## config.mk

```make
export PLATFORM = sky130hd
export DESIGN_NAME = instr_sequencer
export DESIGN_NICKNAME = d
export VERILOG_FILES = /design/src/rtl/instr_sequencer.sv
export SDC_FILE = /design/constraint.sdc
export NUM_CORES = 1
export LEC_CHECK = 0
export BUFFER_PORTS_ARGS = -buffer_cell sky130_fd_sc_hd__buf_2
export CAP_MARGIN = 20
export CORE_UTILIZATION = 45
export CTS_BUF_LIST = sky130_fd_sc_hd__clkbuf_16
export CTS_CLUSTER_SIZE = 30
export DETAILED_ROUTE_END_ITERATION = 10
export SLEW_MARGIN = 20
export SYNTH_ARGS = -nofsm -noshare
export SYNTH_HDL_FRONTEND = slang
export SYNTH_SLANG_ARGS = --single-unit
```

## constraint.sdc

```tcl
create_clock -name Clock -period 8.1 [get_ports Clock]
set_input_delay 0.405 -clock Clock [delete_from_list [all_inputs] [get_ports Clock]]
set_output_delay 0.405 -clock Clock [all_outputs]
set_load 0.02 [all_outputs]
```

## src/rtl/instr_sequencer.sv

```systemverilog
`default_nettype none
// ============================================================================
// instr_sequencer : queues MIPS instruction words from a host and issues them
//                   to the CPU as Instrword + one-cycle Newinstr strobes.
// Revision 1.0
// ============================================================================
module instr_sequencer #(
  parameter int          DEPTH     = 8,
  parameter int          AW        = 3,
  parameter int          ISSUE_GAP = 4,
  parameter logic [31:0] HALT_WORD = 32'hFFFF_FFFF
) (
  input  logic          Clock,
  input  logic          Reset,
  input  logic          Load_valid,
  input  logic [31:0]   Load_word,
  output logic          Load_ready,
  input  logic          Start,
  input  logic          Abort,
  output logic [31:0]   Instrword,
  output logic          Newinstr,
  output logic          Busy,
  output logic          Done,
  output logic [AW:0]   Count,
  output logic [7:0]    Issued
);

  localparam int              GW     = $clog2(ISSUE_GAP + 1);
  localparam logic [AW:0]     C_FULL = (AW+1)'(DEPTH);
  localparam logic [GW-1:0]   C_GAP  = GW'(ISSUE_GAP);
  localparam logic [GW-1:0]   C_ONE  = GW'(1);

  typedef enum logic [2:0] {
    S_IDLE  = 3'd0,
    S_SETUP = 3'd1,
    S_PULSE = 3'd2,
    S_WAIT  = 3'd3,
    S_DONE  = 3'd4
  } state_t;

  state_t          state_q, state_d;
  logic [31:0]     instr_q, instr_d;
  logic            newinstr_q, newinstr_d;
  logic [7:0]      issued_q, issued_d;
  logic [GW-1:0]   gap_q, gap_d;
  logic [AW-1:0]   rd_ptr_q, rd_ptr_d;
  logic [AW-1:0]   wr_ptr_q, wr_ptr_d;
  logic [AW:0]     count_q, count_d;
  logic [31:0]     mem_q [DEPTH];

  logic            push_en;
  logic            pop;
  logic [31:0]     head;

  assign head       = mem_q[rd_ptr_q];
  assign Load_ready = (count_q != C_FULL);
  // An aborting cycle drops any concurrent push so the flush leaves the queue empty.
  assign push_en    = Load_valid && Load_ready && !Abort;

  always_comb begin
    state_d    = state_q;
    instr_d    = instr_q;
    newinstr_d = newinstr_q;
    issued_d   = issued_q;
    gap_d      = gap_q;
    pop        = 1'b0;

    case (state_q)
      S_IDLE: begin
        if (Start) begin
          if (count_q != '0) begin
            state_d  = S_SETUP;
            issued_d = '0;
          end else begin
            state_d  = S_DONE;
          end
        end
      end
      S_SETUP: begin
        pop = 1'b1;
        if (head == HALT_WORD) begin
          state_d = S_DONE;
        end else begin
          instr_d = head;
          state_d = S_PULSE;
        end
      end
      S_PULSE: begin
        newinstr_d = 1'b1;
        issued_d   = issued_q + 8'd1;
        gap_d      = C_GAP;
        state_d    = S_WAIT;
      end
      S_WAIT: begin
        newinstr_d = 1'b0;
        if (gap_q <= C_ONE) begin
          gap_d   = '0;
          state_d = (count_q != '0) ? S_SETUP : S_DONE;
        end else begin
          gap_d   = gap_q - C_ONE;
        end
      end
      S_DONE: begin
        state_d = S_IDLE;
      end
      default: begin
        state_d = S_IDLE;
      end
    endcase

    if (Abort) begin
      state_d    = S_IDLE;
      newinstr_d = 1'b0;
      gap_d      = '0;
      pop        = 1'b0;
    end
  end

  always_comb begin
    wr_ptr_d = wr_ptr_q;
    rd_ptr_d = rd_ptr_q;
    count_d  = count_q;
    if (push_en) begin
      wr_ptr_d = wr_ptr_q + 1'b1;
    end
    if (pop) begin
      rd_ptr_d = rd_ptr_q + 1'b1;
    end
    if (push_en && !pop) begin
      count_d = count_q + 1'b1;
    end else if (!push_en && pop) begin
      count_d = count_q - 1'b1;
    end
    // Flush by catching the read pointer up to the write pointer.
    if (Abort) begin
      rd_ptr_d = wr_ptr_q;
      count_d  = '0;
    end
  end

  always_ff @(posedge Clock or negedge Reset) begin
    if (!Reset) begin
      state_q    <= S_IDLE;
      instr_q    <= '0;
      newinstr_q <= 1'b0;
      issued_q   <= '0;
      gap_q      <= '0;
      rd_ptr_q   <= '0;
      wr_ptr_q   <= '0;
      count_q    <= '0;
    end else begin
      state_q    <= state_d;
      instr_q    <= instr_d;
      newinstr_q <= newinstr_d;
      issued_q   <= issued_d;
      gap_q      <= gap_d;
      rd_ptr_q   <= rd_ptr_d;
      wr_ptr_q   <= wr_ptr_d;
      count_q    <= count_d;
    end
  end

  always_ff @(posedge Clock) begin
    if (push_en) begin
      mem_q[wr_ptr_q] <= Load_word;
    end
  end

  assign Instrword = instr_q;
  assign Newinstr  = newinstr_q;
  assign Issued    = issued_q;
  assign Count     = count_q;
  assign Busy      = (state_q == S_SETUP) || (state_q == S_PULSE) || (state_q == S_WAIT);
  assign Done      = (state_q == S_DONE);

endmodule
`default_nettype wire

```

==> out/results.ini <==
[run_status]
status=complete, no violations

[clock_network]
cts-root-buf=clkbuf_16
cts_tree=done
ctsResizeCount=0
cts_setup_buffers=0
cts_num_sinks=313
path_clk_slew_ns=0.06
htree_levels=2
cts_hold_buf=0
clk_latency_ns=0.51
cts_made_buffers=35
cts_buffer_depth=3

[route]
routed_via_density=5.42
dr.pass1.iters=4
dr_total_vias=6217
drt_iter0_markers=421
routedWlPerCell_um=22.1
ant_nets=0
routed_wl_um=25400
drc=0

[sta]
setup_viol=0
fmax_mhz=265
finalHoldViolations=0
drv_slew=0
rsz0062_at_grt=no
fin_setup_tns_ns=0
min_period_ns=3.78
slew_headroom=0.349
skew_ns=0.0147
tightest_slew_ns=0.976
min_period_over_period=0.466

[power_and_ir_drop]
p_per_area_nw_per_um2=359
ir_worst_vdd_v=0.000170
p_leak_uw=0.00508

[layout]
finish.utilization=0.534
layout-drive-gt1-share=0.318
diodes=0
nNetsFinal=793
fill_cells=2122
area_delta_synth_final_pct=16.1
multi_input_area_um2=3180
seq_area_um2=9120

[global_routing]
track_usage=0.186
grt_max_degree=62
grt_first_pass_wirelength_um=39000
antenna_found_initial=1
grt_pass1_vias=6602
grt_overflow_total=0

[logic_synthesis]
synth_cell_types=48
ys_seq_elements=313
ys_seq_area_frac=0.731
synthesis.nets=687
ys.warnings.count=0
syn-cell-area_um2=12500
synth-main-ff-cell=edfxtp_1
syn_inst=642
syn_avg_cell_area_um2=19.4
synth-edff-count=256
ys_async_sr_fraction=0.182

[critical_path]
worst-setup-path-type=register to register
crit_path_end_kind=register
crit_required_ns=8.47
rr_worst_depth=8
path_max_fanout=52
rrSetupSlack_ns=4.32
worstPathArrival_ns=4.15
r2r-end=Instrword[4]
r2r-start=rd_ptr_q[1]
start_kind=register

[floorplan]
dieArea_um2=28400
core_um2=27100
initial_core_util=0.460
die_x_um=169
die_h_um=169
num_rows=60
ios=85

[placement]
dp_hpwl_um=15000
numPortBuffers=84
gp_congestion=0.775

[flow_run]
cap_violations=0

[hold_path]
hp-class=input pin to asynchronous set/reset pin

-- power breakdown --
| part | internal, uW | total [uW] | switching [uW] |
|---|---|---|---|
| logic | 680 | 1480 | 801 |
| registers | 1970 | 2160 | 188 |
| clock network | 953 | 1560 | 606 |
-- stage by stage --
step	total power, uW	hold WS (ns)	instances	cell area [um2]	worst slack (ns)
final	5200	0.0357	1146	14500	4.32
after global routing	5450	0.118	1146	14500	4.11
after CTS	5270	0.0870	1146	14500	4.26
after detailed placement	3700	0.474	1083	13300	4.28
after global placement	3650	0.473	1082	13300	4.38
after floorplan	3280	0.109	642	12500	4.12
-- logic make-up after synthesis --
logic type,after synthesis,share of synthesized area
buf+inv,38,0.0196
xor+xnor,8,0.00562
flops,313,0.731
fa+ha+maj,8,0.00862
mux,113,0.163
compound gates,60,0.0326
simple gates,102,0.0399
-- layout make-up --
class                           instances  area share
Tap cell                              372      0.0321
Multi-Input combinational cell        291       0.219
Inverter                                9     0.00233
Clock buffer                           37      0.0639
Sequential cell                       313       0.630
Clock inverter                         26      0.0158
Timing Repair Buffer                   98      0.0365
-- cells in the mapped netlist, types with 5 or more instances --
master	count	area [um2]
nor2_1	21	78.8
mux2_4	8	120
nand2_1	41	154
nand4_1	13	81.3
mux2_2	18	203
ha_1	7	87.6
inv_1	9	33.8
nor3_1	5	25.0
buf_6	5	56.3
clkbuf_1	9	33.8
dfrtp_1	57	1430
o21a_1	21	158
o21ai_0	22	110
mux2i_1	23	230
mux4_2	53	1190
edfxtp_1	256	7690
mux4_1	11	289
buf_2	9	45.0
xnor2_1	6	52.6
-- how the worst max path moves through the flow --
stage | slack (ns) | startpoint | to | cells past startpoint
after floorplan | 4.12 | Count[3] | mem_q[0][0] | 4
after detailed placement | 4.28 | rd_ptr_q[1] | Instrword[4] | 8
final | 4.32 | rd_ptr_q[1] | Instrword[4] | 8
after global placement | 4.38 | rd_ptr_q[1] | Instrword[31] | 8
after global routing | 4.11 | rd_ptr_q[1] | Instrword[4] | 8
after CTS | 4.26 | rd_ptr_q[1] | Instrword[4] | 8
-- flip-flops by register name, indices dropped and copies added, names as in the netlist --
signal	count
mem_q	256
Instrword	32
Newinstr	1
gap_q	3
rd_ptr_q	3
Count	4
wr_ptr_q	3
state_q	3
Issued	8
-- critical path: stages (launching register included) --
cell and delay (ns):
dfrtp_2 0.34, buf_4 0.72, mux4_1 0.65, mux2_2 0.29
and4_1 0.25, o211a_2 0.15, a21oi_4 0.37, buf_4 0.44
mux2_2 0.40
-- cells in the final DEF (no fill, tap or decap), types with 3 or more instances in the layout --
cell type	Yosys	routed
a21oi_1	4	4
clkinv_2	0	4
and3_1	3	3
nand2_1	41	41
nand4_1	13	13
inv_1	9	18
nor2_1	21	15
mux4_2	53	53
dfrtp_1	57	54
mux2_4	8	8
xnor2_1	6	6
bufinv_16	0	4
clkbuf_16	0	37
o21a_1	21	21
ha_1	7	7
clkinvlp_4	0	3
mux2_2	18	18
nor2b_1	3	3
clkinv_1	0	4
nor3_2	0	3
nand2b_1	4	4
buf_2	9	84
o21ai_0	22	22
nor2_4	0	6
or3_1	3	3
mux4_1	11	11
edfxtp_1	256	256
buf_4	2	13
mux2i_1	23	23
-- layer usage --
metal,part of all wire,vias to the layer above,track usage
li1,-,2789,-
met5,0.00051,-,0
met1,0.44,3245,0.253
met3,0.040,40,0.0292
met2,0.50,141,0.312
met4,0.019,2,0.0514
No activity file was read; power rests on OpenSTA's default activity.
